`config.mk`:
```
export PLATFORM = sky130hd
export DESIGN_NAME = yuv_buffer_ctrl_flat
export DESIGN_NICKNAME = d
export VERILOG_FILES = /design/src/rtl/yuv_buffer_ctrl_pkg.sv /design/src/rtl/yuv_buffer_ctrl_if.sv /design/src/rtl/yuv_buffer_ctrl_block_addr_gen.sv /design/src/rtl/yuv_buffer_ctrl.sv /design/src/flat_wrapper.sv
export SDC_FILE = /design/constraint.sdc
export NUM_CORES = 1
export LEC_CHECK = 0
export ABC_AREA = 0
export CAP_MARGIN = 10
export CORE_MARGIN = 2
export CORE_UTILIZATION = 47
export CTS_CLUSTER_DIAMETER = 150
export DETAILED_ROUTE_END_ITERATION = 8
export PLACE_DENSITY = 0.81
export RECOVER_POWER = 25
export SYNTH_ARGS = -nofsm -noshare
export SYNTH_HDL_FRONTEND = slang
export SYNTH_HIERARCHICAL = 1
export SYNTH_SLANG_ARGS = --single-unit
```
`constraint.sdc`:
```
create_clock -name clock -period 2.3 [get_ports clock]
set_clock_uncertainty 0.15 [all_clocks]
set_input_delay 0.23 -clock clock [delete_from_list [all_inputs] [get_ports clock]]
set_output_delay 0.23 -clock clock [all_outputs]
set_load 0.01 [all_outputs]
```
`src/rtl/yuv_buffer_ctrl_pkg.sv`:
```
// yuv_pkg: shared constants and types for the YUV frame-buffer sequencer.
//   WIDTH / HEIGHT / TOTAL_SIZE : default frame geometry in pixels
//   ADDR_W                      : default buffer address width
//   BLOCK                       : DCT block edge length (8x8 blocks)
//   SEL_*                       : data_select component codes
//   state_t                     : sequencer FSM states
package yuv_pkg;

  localparam int WIDTH      = 32;
  localparam int HEIGHT     = 32;
  localparam int TOTAL_SIZE = WIDTH * HEIGHT;
  localparam int ADDR_W     = 19;
  localparam int BLOCK      = 8;

  localparam logic [1:0] SEL_Y    = 2'd0;
  localparam logic [1:0] SEL_CB   = 2'd1;
  localparam logic [1:0] SEL_CR   = 2'd2;
  localparam logic [1:0] SEL_NONE = 2'd3;

  typedef enum logic [2:0] {
    IDLE  = 3'd0,
    WRITE = 3'd1,
    FLUSH = 3'd2,
    READ  = 3'd3,
    DONE  = 3'd4
  } state_t;

endpackage

```
`src/rtl/yuv_buffer_ctrl_if.sv`:
```
// yuv_buffer_ctrl_if: handshake and address bus of the YUV buffer sequencer.
//   master : sequencer side (drives write/read addressing and status)
//   slave  : environment side (colour converter, DCT, frame control)
//   start, pix_valid, dct_ready            : environment -> sequencer
//   write_read, addr_in                    : buffer write port
//   addr_out, data_select, row_valid       : buffer read row / DCT feed
//   block_first, block_last                : row position inside a block
//   busy, frame_done                       : frame status
interface yuv_buffer_ctrl_if
  import yuv_pkg::*;
#(
  parameter int ADDR_W = yuv_pkg::ADDR_W
) ();

  logic              start;
  logic              pix_valid;
  logic              dct_ready;
  logic              write_read;
  logic [ADDR_W-1:0] addr_in;
  logic [ADDR_W-1:0] addr_out;
  logic [1:0]        data_select;
  logic              row_valid;
  logic              block_first;
  logic              block_last;
  logic              busy;
  logic              frame_done;

  modport master (
    input  start, pix_valid, dct_ready,
    output write_read, addr_in, addr_out, data_select, row_valid,
           block_first, block_last, busy, frame_done
  );

  modport slave (
    output start, pix_valid, dct_ready,
    input  write_read, addr_in, addr_out, data_select, row_valid,
           block_first, block_last, busy, frame_done
  );

endinterface

```
`src/rtl/yuv_buffer_ctrl_block_addr_gen.sv`:
```
// block_addr_gen: 8x8 block scan counters for the read phase.
// Holds the component / block-row / block-column / row counters and presents
// the registered row address, component select and block position flags.
//   load       : park on the first row of the frame (Y, block 0, row 0)
//   advance    : current row accepted, step to the next one
//   addr_out   : buffer address of the first pixel of the current row
//   data_select: component of the current row, SEL_NONE when not scanning
//   block_first/block_last : current row is row 0 / row 7 of its block
//   last_row   : current row is the final row of the frame
// Macro YUV_INTERLEAVE_EN: MCU-interleaved order (by, bx, c, r) instead of
// component-major order (c, by, bx, r).
module block_addr_gen #(
  parameter int WIDTH  = yuv_pkg::WIDTH,
  parameter int HEIGHT = yuv_pkg::HEIGHT,
  parameter int ADDR_W = yuv_pkg::ADDR_W
) (
  input  logic              clock,
  input  logic              reset,
  input  logic              load,
  input  logic              advance,
  output logic [ADDR_W-1:0] addr_out,
  output logic [1:0]        data_select,
  output logic              block_first,
  output logic              block_last,
  output logic              last_row
);
  import yuv_pkg::*;

  localparam int BX_N = WIDTH / BLOCK;
  localparam int BY_N = HEIGHT / BLOCK;
  localparam int BX_W = (BX_N > 1) ? $clog2(BX_N) : 1;
  localparam int BY_W = (BY_N > 1) ? $clog2(BY_N) : 1;
  localparam logic [BX_W-1:0] BX_MAX = BX_W'(BX_N - 1);
  localparam logic [BY_W-1:0] BY_MAX = BY_W'(BY_N - 1);

  logic [1:0]        comp_r, comp_s;
  logic [BY_W-1:0]   by_r, by_s;
  logic [BX_W-1:0]   bx_r, bx_s;
  logic [2:0]        row_r, row_s;
  logic [ADDR_W-1:0] addr_r;
  logic [1:0]        sel_r;
  logic              first_r;
  logic              last_r;

  // Buffer address of row `row` of block (by, bx): (by*8 + row)*WIDTH + bx*8.
  function automatic logic [ADDR_W-1:0] row_addr(input logic [BY_W-1:0] by,
                                                  input logic [BX_W-1:0] bx,
                                                  input logic [2:0]      row);
    row_addr = (ADDR_W'(by) * ADDR_W'(BLOCK) + ADDR_W'(row)) * ADDR_W'(WIDTH)
             + ADDR_W'(bx) * ADDR_W'(BLOCK);
  endfunction

  // Next position in scan order; row is always the innermost counter.
  always_comb begin
    comp_s = comp_r;
    by_s   = by_r;
    bx_s   = bx_r;
    row_s  = row_r + 3'd1;
    if (row_r == 3'd7) begin
`ifdef YUV_INTERLEAVE_EN
      if (comp_r == SEL_CR) begin
        comp_s = SEL_Y;
        if (bx_r == BX_MAX) begin
          bx_s = '0;
          if (by_r == BY_MAX) begin
            by_s = '0;
          end else begin
            by_s = by_r + BY_W'(1);
          end
        end else begin
          bx_s = bx_r + BX_W'(1);
        end
      end else begin
        comp_s = comp_r + 2'd1;
      end
`else
      if (bx_r == BX_MAX) begin
        bx_s = '0;
        if (by_r == BY_MAX) begin
          by_s = '0;
          if (comp_r == SEL_CR) begin
            comp_s = SEL_Y;
          end else begin
            comp_s = comp_r + 2'd1;
          end
        end else begin
          by_s = by_r + BY_W'(1);
        end
      end else begin
        bx_s = bx_r + BX_W'(1);
      end
`endif
    end else begin
      comp_s = comp_r;
    end
  end

  // Both orders finish on the Cr row 7 of the bottom-right block.
  assign last_row = (comp_r == SEL_CR) && (by_r == BY_MAX) &&
                    (bx_r == BX_MAX) && (row_r == 3'd7);

  // Scan counters and the registered row outputs derived from them.
  always_ff @(posedge clock or posedge reset) begin
    if (reset) begin
      comp_r  <= SEL_Y;
      by_r    <= '0;
      bx_r    <= '0;
      row_r   <= 3'd0;
      addr_r  <= '0;
      sel_r   <= SEL_NONE;
      first_r <= 1'b0;
      last_r  <= 1'b0;
    end else if (load) begin
      comp_r  <= SEL_Y;
      by_r    <= '0;
      bx_r    <= '0;
      row_r   <= 3'd0;
      addr_r  <= '0;
      sel_r   <= SEL_Y;
      first_r <= 1'b1;
      last_r  <= 1'b0;
    end else if (advance) begin
      if (last_row) begin
        comp_r  <= SEL_Y;
        by_r    <= '0;
        bx_r    <= '0;
        row_r   <= 3'd0;
        addr_r  <= '0;
        sel_r   <= SEL_NONE;
        first_r <= 1'b0;
        last_r  <= 1'b0;
      end else begin
        comp_r  <= comp_s;
        by_r    <= by_s;
        bx_r    <= bx_s;
        row_r   <= row_s;
        addr_r  <= row_addr(by_s, bx_s, row_s);
        sel_r   <= comp_s;
        first_r <= (row_s == 3'd0);
        last_r  <= (row_s == 3'd7);
      end
    end
  end

  assign addr_out    = addr_r;
  assign data_select = sel_r;
  assign block_first = first_r;
  assign block_last  = last_r;

endmodule

```
`src/rtl/yuv_buffer_ctrl.sv`:
```
// yuv_buffer_ctrl: YUV frame-buffer sequencer (top).
// Fills the buffer from the colour converter in raster order, then scans it
// as 8x8 blocks, one 8-pixel row per DCT handshake.  One frame per start.
//   clock : system clock, rising edge
//   reset : asynchronous, active-high
//   bus   : yuv_buffer_ctrl_if.master (start/pix_valid/dct_ready in;
//           write_read/addr_in, addr_out/data_select/row_valid,
//           block_first/block_last, busy/frame_done out)
// Macro YUV_INTERLEAVE_EN (handled in block_addr_gen) selects MCU-interleaved
// read order; undefined gives component-major order.
module yuv_buffer_ctrl #(
  parameter int WIDTH  = yuv_pkg::WIDTH,
  parameter int HEIGHT = yuv_pkg::HEIGHT,
  parameter int ADDR_W = yuv_pkg::ADDR_W
) (
  input  logic            clock,
  input  logic            reset,
  yuv_buffer_ctrl_if.master bus
);
  import yuv_pkg::*;

  localparam int TOTAL     = WIDTH * HEIGHT;
  localparam int CNT_W     = $clog2(TOTAL + 1);
  localparam int LAST_ADDR = TOTAL - 1;

  state_t            state_r, state_s;
  logic [CNT_W-1:0]  cnt_r, cnt_s;
  logic              write_read_r, write_read_s;
  logic [ADDR_W-1:0] addr_in_r, addr_in_s;
  logic              row_valid_r, row_valid_s;
  logic              busy_r, busy_s;
  logic              frame_done_r, frame_done_s;
  logic              gen_load_s;
  logic              gen_advance_s;
  logic              gen_last_row_s;

  // Next state and next registered outputs.
  // The buffer has a pixel register in front of its write port, so each
  // accepted pixel stores the previous one (address = count before it - 1).
  // Once all pixels are counted, FLUSH stores the one still held there.
  always_comb begin
    state_s       = state_r;
    cnt_s         = cnt_r;
    write_read_s  = 1'b0;
    addr_in_s     = addr_in_r;
    row_valid_s   = 1'b0;
    busy_s        = busy_r;
    frame_done_s  = 1'b0;
    gen_load_s    = 1'b0;
    gen_advance_s = 1'b0;
    case (state_r)
      IDLE: begin
        if (bus.start) begin
          state_s = WRITE;
          cnt_s   = '0;
          busy_s  = 1'b1;
        end else begin
          busy_s  = 1'b0;
        end
      end
      WRITE: begin
        if (cnt_r == CNT_W'(TOTAL)) begin
          state_s      = FLUSH;
          write_read_s = 1'b1;
          addr_in_s    = ADDR_W'(LAST_ADDR);
        end else if (bus.pix_valid) begin
          cnt_s = cnt_r + CNT_W'(1);
          if (cnt_r != '0) begin
            write_read_s = 1'b1;
            addr_in_s    = ADDR_W'(cnt_r - CNT_W'(1));
          end else begin
            write_read_s = 1'b0;
          end
        end else begin
          write_read_s = 1'b0;
        end
      end
      FLUSH: begin
        state_s     = READ;
        row_valid_s = 1'b1;
        gen_load_s  = 1'b1;
      end
      READ: begin
        row_valid_s = 1'b1;
        if (bus.dct_ready) begin
          gen_advance_s = 1'b1;
          if (gen_last_row_s) begin
            state_s      = DONE;
            row_valid_s  = 1'b0;
            frame_done_s = 1'b1;
          end else begin
            row_valid_s  = 1'b1;
          end
        end else begin
          gen_advance_s = 1'b0;
        end
      end
      DONE: begin
        state_s = IDLE;
        busy_s  = 1'b0;
      end
      default: begin
        state_s = IDLE;
        busy_s  = 1'b0;
      end
    endcase
  end

  // FSM state register.
  always_ff @(posedge clock or posedge reset) begin
    if (reset) begin
      state_r <= IDLE;
    end else begin
      state_r <= state_s;
    end
  end

  // Write counter and registered write/status outputs.
  always_ff @(posedge clock or posedge reset) begin
    if (reset) begin
      cnt_r        <= '0;
      write_read_r <= 1'b0;
      addr_in_r    <= '0;
      row_valid_r  <= 1'b0;
      busy_r       <= 1'b0;
      frame_done_r <= 1'b0;
    end else begin
      cnt_r        <= cnt_s;
      write_read_r <= write_read_s;
      addr_in_r    <= addr_in_s;
      row_valid_r  <= row_valid_s;
      busy_r       <= busy_s;
      frame_done_r <= frame_done_s;
    end
  end

  block_addr_gen #(
    .WIDTH  (WIDTH),
    .HEIGHT (HEIGHT),
    .ADDR_W (ADDR_W)
  ) u_block_addr_gen (
    .clock       (clock),
    .reset       (reset),
    .load        (gen_load_s),
    .advance     (gen_advance_s),
    .addr_out    (bus.addr_out),
    .data_select (bus.data_select),
    .block_first (bus.block_first),
    .block_last  (bus.block_last),
    .last_row    (gen_last_row_s)
  );

  assign bus.write_read = write_read_r;
  assign bus.addr_in    = addr_in_r;
  assign bus.row_valid  = row_valid_r;
  assign bus.busy       = busy_r;
  assign bus.frame_done = frame_done_r;

endmodule

```
`src/flat_wrapper.sv`:
```
// flat-port wrapper written by rule: the top's interface ports become plain ports
module yuv_buffer_ctrl_flat import yuv_pkg::*;
#(
  parameter int WIDTH  = yuv_pkg::WIDTH,
  parameter int HEIGHT = yuv_pkg::HEIGHT,
  parameter int ADDR_W = yuv_pkg::ADDR_W
)
  (clock, reset, bus_start, bus_pix_valid, bus_dct_ready, bus_write_read, bus_addr_in, bus_addr_out, bus_data_select, bus_row_valid, bus_block_first, bus_block_last, bus_busy, bus_frame_done);
  yuv_buffer_ctrl_if #(.ADDR_W(ADDR_W)) bus_i ();
  input  logic clock;
  input  logic reset;
  input wire logic [$bits(bus_i.start)-1:0] bus_start;
  input wire logic [$bits(bus_i.pix_valid)-1:0] bus_pix_valid;
  input wire logic [$bits(bus_i.dct_ready)-1:0] bus_dct_ready;
  output wire logic [$bits(bus_i.write_read)-1:0] bus_write_read;
  output wire logic [$bits(bus_i.addr_in)-1:0] bus_addr_in;
  output wire logic [$bits(bus_i.addr_out)-1:0] bus_addr_out;
  output wire logic [$bits(bus_i.data_select)-1:0] bus_data_select;
  output wire logic [$bits(bus_i.row_valid)-1:0] bus_row_valid;
  output wire logic [$bits(bus_i.block_first)-1:0] bus_block_first;
  output wire logic [$bits(bus_i.block_last)-1:0] bus_block_last;
  output wire logic [$bits(bus_i.busy)-1:0] bus_busy;
  output wire logic [$bits(bus_i.frame_done)-1:0] bus_frame_done;
  assign bus_i.start = bus_start;
  assign bus_i.pix_valid = bus_pix_valid;
  assign bus_i.dct_ready = bus_dct_ready;
  assign bus_write_read = bus_i.write_read;
  assign bus_addr_in = bus_i.addr_in;
  assign bus_addr_out = bus_i.addr_out;
  assign bus_data_select = bus_i.data_select;
  assign bus_row_valid = bus_i.row_valid;
  assign bus_block_first = bus_i.block_first;
  assign bus_block_last = bus_i.block_last;
  assign bus_busy = bus_i.busy;
  assign bus_frame_done = bus_i.frame_done;
  yuv_buffer_ctrl #(.WIDTH(WIDTH), .HEIGHT(HEIGHT), .ADDR_W(ADDR_W)) u_core (.clock(clock), .reset(reset), .bus(bus_i));
endmodule
```
=== Word-level counts from Yosys, hierarchy flattened ===
Index checks and enable logic that the tools add are counted.
W data, S select, Z words.

* Register bits: 69
* Bits of input ports: 5

* Reduce and logical (&&, ||, !) cells: 14
* Multiplexer cells: 60
* Equal/unequal tests: 15
* Add/subtract/negate cells: 8

{| class="wikitable"
|+ Operators with widths
! kind !! count
|-
| $mux W19 || 5
|-
| $mux W2 || 21
|-
| $mux W11 || 3
|-
| $pmux W11 S2 || 1
|-
| $mux W3 || 7
|-
| $mux W1 || 19
|-
| $add A11 B5 Y12 || 1
|-
| $mux W12 || 1
|-
| $pmux W3 S4 || 1
|-
| $sub A11 B1 Y12 const B || 1
|-
| $add A11 B1 Y11 const B || 1
|-
| $eq A11 B11 Y1 const B || 1
|-
| $reduce_bool A11 Y1 || 1
|-
| $ne A2 B2 Y1 const B || 4
|-
| $reduce_and A4 Y1 || 2
|-
| $reduce_bool A2 Y1 || 4
|-
| $add A2 B1 Y2 const B || 3
|-
| $add A5 B3 Y6 || 1
|-
| $eq A2 B2 Y1 const B || 3
|-
| $eq A3 B2 Y1 const B || 2
|-
| $eq A3 B3 Y1 const B || 2
|-
| $logic_not A3 Y1 || 2
|-
| $ne A2 B1 Y1 const B || 2
|-
| $pmux W1 S2 || 2
|-
| other kinds (5) || 7
|}

=== Depth between registers and ports, before layout ===
* Word-level depth: 9
* Depth in mapped cells: 8
* Depth with buffers taken out: 7

=== By module ===
Netlist, hierarchy kept.

{| class="wikitable"
|+ By module, submodules not included
! module !! cells an instance !! area an instance (µm²) !! seq. area each (µm²) !! times used
|-
| yuv_buffer_ctrl || 175 || 1,766.7 || 750.7 || 1
|-
| block_addr_gen || 84 || 815.8 || 327.8 || 1
|}

=== Worst setup path before layout ===
No wires, ideal clock.

* Path kind: flip-flop to flip-flop
* Start: register u_core.cnt_r[0]
* End: register u_core.addr_in_r[10] (netlist: u_core/bus.addr_in[10])
* Stages on the path, launching flop included: 8
* Data arrival time: 2.009 ns
* Library setup time: 0.125 ns
* Slack: 0.017 ns
* Period minus slack after synthesis: 2.283 ns
* Required time: 2.025 ns
* Path through: dfrtp_1 inv_1 ha_1 or3b_1 buf_2 a2111o_1 a32o_1 mux2_2

* Word-level cells in the longest chain between the ends: 4

{| class="wikitable"
|+ Ends and longest elaborated chain
! what !! line !! RTL
|-
| from (decl) || yuv_buffer_ctrl.sv:27 || <nowiki>logic [CNT_W-1:0] cnt_r, cnt_s;</nowiki>
|-
| from (signal assigned) || yuv_buffer_ctrl.sv:128 || <nowiki>cnt_r <= cnt_s;</nowiki>
|-
| $sub A11 B1 Y12 || yuv_buffer_ctrl.sv:70 || <nowiki>addr_in_s = ADDR_W'(cnt_r - CNT_W'(1));</nowiki>
|-
| $mux W19 || yuv_buffer_ctrl.sv:68 || <nowiki>if (cnt_r != '0) begin</nowiki>
|-
| $mux W19 || yuv_buffer_ctrl.sv:66 || <nowiki>end else if (bus.pix_valid) begin</nowiki>
|-
| $mux W19 || yuv_buffer_ctrl.sv:62 || <nowiki>if (cnt_r == CNT_W'(TOTAL)) begin</nowiki>
|-
| to (signal assigned) || yuv_buffer_ctrl.sv:130 || <nowiki>addr_in_r <= addr_in_s;</nowiki>
|-
| to (decl) || yuv_buffer_ctrl.sv:29 || <nowiki>logic [ADDR_W-1:0] addr_in_r, addr_in_s;</nowiki>
|}

Several ways; a longest one is shown, not always the timed one. The select of a mux whose other input is x is not followed.
A chain may end at the register's enable or synchronous reset.

=== Final worst setup path ===
Ends and elaborated chain as after synthesis.

==> results summary <==
The post-synthesis cell type count is 53. Detailed routing inserted a total of roughly 2100 vias. The worst path arrival time came out at 2260 ps.

The sequential element share of the synthesized area is 0.4176. In this run, CTS created clock tree buffers numbering 5. In this run the critical register-to-register path is launched from u_core/cnt_r[0]. The area growth from synthesis to layout is 24.61%.

For the worst flop-to-flop path, the logic depth is 7. The number of global-route vias before repair is 2109. The detailed-routing iteration count for the pre-antenna-repair pass came out at 4. The placer congestion estimate came out at roughly 0.85. The clock-pin slew on the worst setup and hold paths came out at 80 ps.

The total count of hold-check failures in the final report came out at 0. The slew of the pin with the lowest slew margin came out at 750.6 ps. Counting every sink on the clock net gives 43. The fraction of final layout cells sized beyond drive strength 1 came out at 0.1968.

The worst setup path is launched from a register. The endpoint required time on the critical path is 2340 ps. The power density over cell area is 524.5 nW/µm². In this run the horizontal extent of the chip is 78.13 µm. The max-slew violation total from the final report came out at 0. The total global routing track utilization came out at 0.1972.

During I/O placement, the number of pins put on the boundary was 51. The synthesized design contains 43 register bits. The maximum vdd drop came out at 502.7 µV.

STA classifies the critical path endpoint as a register. Timing would allow up to 449.3 MHz. After the last flow step, the layout net total stands at between 300 and 400. The number of placement rows came out at 26. The global-route wire length before repair came out at 9770 µm. The detailed placer's ending HPWL came out at just over 4000 µm. The setup slack of the worst register-to-register path came out at about 74 ps. Leaving out fill and tap cells, the most frequent cell in the layout is sky130_fd_sc_hd__dfrtp_1. In the synthesized netlist the dominant register cell turns out to be sky130_fd_sc_hd__dfrtp_1. Along the worst path, the maximum fanout reaches 2.

The tree is rooted in a sky130_fd_sc_hd__clkbuf_8. The die span in y is 78.13 µm. The remaining global-route overflow came out at 0. The final critical delay including setup and external delays came out at ~2200 ps. The Yosys step of the flow raised 6 warnings. The count of hold buffers inserted by post-cts repair came out at 0. The flow ran to the end, and the final reports show no timing, DRC or antenna violations. The top cell types in the final layout, fill and taps aside, are sky130_fd_sc_hd__dfrtp_1, sky130_fd_sc_hd__clkdlybuf4s50_1, sky130_fd_sc_hd__buf_4, sky130_fd_sc_hd__nand2_1, sky130_fd_sc_hd__nor2_1. The DRC violation count after routing is 0. The synthesized cell area came out at 2582 µm². The number of antenna violations at the first check in global routing is 0. The number of nets with antenna violations after detailed routing is 0.

The synthesized netlist cell count came out at between 200 and 300. The die outline area came out at ~6100 µm². Each instance of the synthesized netlist takes up on average between 9 and 10 µm². Across the run, the number of max-cap violations was 0. The number of flops mapped to enable cells by yosys is 0. The clock insertion delay at the later pin of the skew report is about 300 ps. The average wire length per cell after detail routing is 15.02 µm. The critical path in this run is classified as register to register. In the synthesized netlist the async set-or-reset flop fraction comes to 1.000. The clock passes through at most 2 buffers. The initial detailed-routing violation count came out at 202. The final count of negative-setup-slack endpoints came out at 0.

The starting density of the core came out at 0.4962. The worst slack on hold paths is 276.3 ps. The H-tree was split into 2 levels. TritonCTS built the clock tree. The standard cell core area came out at around 5200 µm². The count of antenna diodes in the layout came out at 0.

The pin count of the biggest net entering global routing came out at 31. The type of the tightest min-delay check is input pin to asynchronous set/reset pin. The count of buffers from port buffering is 38. Wires add up to roughly 5700 µm. The vias per cell is 5.621.

The worst register-to-register path ends at u_core/bus.addr_in[10]. Power comes to 1.688 mW. The reported leakage power is roughly 1.4 nW. Headroom to the max-slew limit came out at 0.4996. The post-route fraction of the period consumed by the critical path is 0.9676.
-- cell usage after synthesis (2+ instances only) --
library cell,instances,area [µm²]
sky130_fd_sc_hd__or3b_1,2,17.52
sky130_fd_sc_hd__mux2_4,9,135.1
sky130_fd_sc_hd__and2_1,2,12.51
sky130_fd_sc_hd__ha_1,9,112.6
sky130_fd_sc_hd__nor4_1,4,25.02
sky130_fd_sc_hd__dfrtp_1,41,1026
sky130_fd_sc_hd__mux2_1,2,22.52
sky130_fd_sc_hd__or3_1,7,43.79
sky130_fd_sc_hd__mux2_2,2,22.52
sky130_fd_sc_hd__nor2_1,14,52.55
sky130_fd_sc_hd__a211oi_1,4,30.03
sky130_fd_sc_hd__and4_1,4,35.03
sky130_fd_sc_hd__nand2_1,20,75.07
sky130_fd_sc_hd__inv_1,12,45.04
sky130_fd_sc_hd__xor2_1,4,35.03
sky130_fd_sc_hd__nand2b_1,2,12.51
sky130_fd_sc_hd__mux2i_1,2,20.02
sky130_fd_sc_hd__buf_4,20,150.1
sky130_fd_sc_hd__or4_1,7,52.55
sky130_fd_sc_hd__a221oi_1,2,17.52
sky130_fd_sc_hd__o21bai_1,2,15.01
sky130_fd_sc_hd__a21oi_1,11,55.05
sky130_fd_sc_hd__clkbuf_1,10,37.54
sky130_fd_sc_hd__nand3_1,12,60.06
sky130_fd_sc_hd__o41ai_1,3,26.28
sky130_fd_sc_hd__o31ai_1,6,45.04
sky130_fd_sc_hd__nand4_1,4,25.02
sky130_fd_sc_hd__nor3_1,2,10.01
sky130_fd_sc_hd__a21oi_2,2,17.52
sky130_fd_sc_hd__o21ai_0,7,35.03
sky130_fd_sc_hd__o211ai_1,2,15.01
sky130_fd_sc_hd__dfstp_2,2,52.55
sky130_fd_sc_hd__buf_2,4,20.02
sky130_fd_sc_hd__nand3b_1,4,30.03
-- worst max-delay path by stage --
| stage | slack, ps | start | cells after the start | to |
|---|---|---|---|---|
| after global placement | -70 | u_core/cnt_r[0] | 6 | u_core/bus.addr_in[10] |
| after floorplan | 20 | u_core/cnt_r[0] | 7 | u_core/bus.addr_in[10] |
| after detailed placement | -200 | u_core/cnt_r[1] | 6 | u_core/bus.addr_in[10] |
| final | 70 | u_core/cnt_r[0] | 7 | u_core/bus.addr_in[10] |
| after global routing | -9 | u_core/cnt_r[0] | 7 | u_core/bus.addr_in[10] |
| after CTS | 3 | u_core/cnt_r[1] | 7 | u_core/bus.addr_in[10] |
-- layout make-up --
type / count / area, µm²
Clock buffer: 6 / 72.57
Inverter: 12 / 45.04
Timing Repair Buffer: 67 / 608.1
Fill cell: 437 / 1987
Sequential cell: 43 / 1079
Clock inverter: 2 / 12.51
Tap cell: 70 / 87.58
Multi-Input combinational cell: 180 / 1314
-- where the power goes --
part / leakage [nW] / total, mW / switching, mW / internal [mW]
clock network: 0.0412 / 0.468 / 0.256 / 0.212
logic: 0.827 / 0.349 / 0.168 / 0.181
registers: 0.551 / 0.871 / 0.0557 / 0.815
-- state kept, by name, indices dropped and copies added, names as in the netlist --
name and flops:
u_core/cnt_r 11, u_core/bus.row_valid 1, u_core/bus.addr_in 12, u_core/bus.write_read 1, u_core/u_block_addr_gen/row_r 2, u_core/u_block_addr_gen/block_first 1
u_core/u_block_addr_gen/bx_r 1, u_core/bus.busy 1, u_core/u_block_addr_gen/block_last 1, u_core/state_r 3, u_core/u_block_addr_gen/comp_r 2, u_core/bus.frame_done 1
u_core/u_block_addr_gen/data_select 2, u_core/u_block_addr_gen/by_r 1, u_core/u_block_addr_gen/addr_out 3
-- logic make-up after synthesis --
| logic type | count (synthesis) | share of synthesized area |
|---|---|---|
| AO/OA/AOI/OAI | 45 | 0.1265 |
| XOR/XNOR | 5 | 0.01696 |
| multiplexers | 15 | 0.07752 |
| flip-flops | 43 | 0.4176 |
| AND/OR/NAND/NOR | 94 | 0.2141 |
| other | 1 | 0.001452 |
| buffers and inverters | 47 | 0.1022 |
| adder cells (fa/ha/maj) | 9 | 0.04361 |
-- critical path, stage by stage, from the launching register on --
cell and delay (ps):
sky130_fd_sc_hd__dfrtp_1 390, sky130_fd_sc_hd__inv_1 80, sky130_fd_sc_hd__buf_4 130, sky130_fd_sc_hd__ha_4 130, sky130_fd_sc_hd__or3b_4 380, sky130_fd_sc_hd__a2111o_1 390
sky130_fd_sc_hd__a32o_1 220, sky130_fd_sc_hd__mux2_2 260
-- through the flow --
stage	TNS [ps]	area, µm²	cells	util	setup slack, ps
detailed placement	-1769	3075	370	0.5909	-202.1
finish	0	3218	380	0.6183	74.41
CTS	0	3168	378	0.6087	3.204
floorplan	0	2624	270	-	16.58
global route	-9.191	3218	380	0.6183	-9.191
global placement	-226.4	3075	370	0.5909	-67.43
-- what timing repair did --
item / CTS / global route
cloned: 0 / 0
buffers inserted: 0 / 2
pin swaps: 0 / 2
gates resized for setup: 1 / 6
endpoints found under the setup margin: 12 / 12
-- layer usage --
| layer | wire length, µm | global-route usage |
|---|---|---|
| met2 | 2889 | 0.3379 |
| met5 | 0 | 0 |
| met4 | 69 | 0.06316 |
| met1 | 2450 | 0.2442 |
| met3 | 298 | 0.04943 |
(Power assumes the default switching activity.)
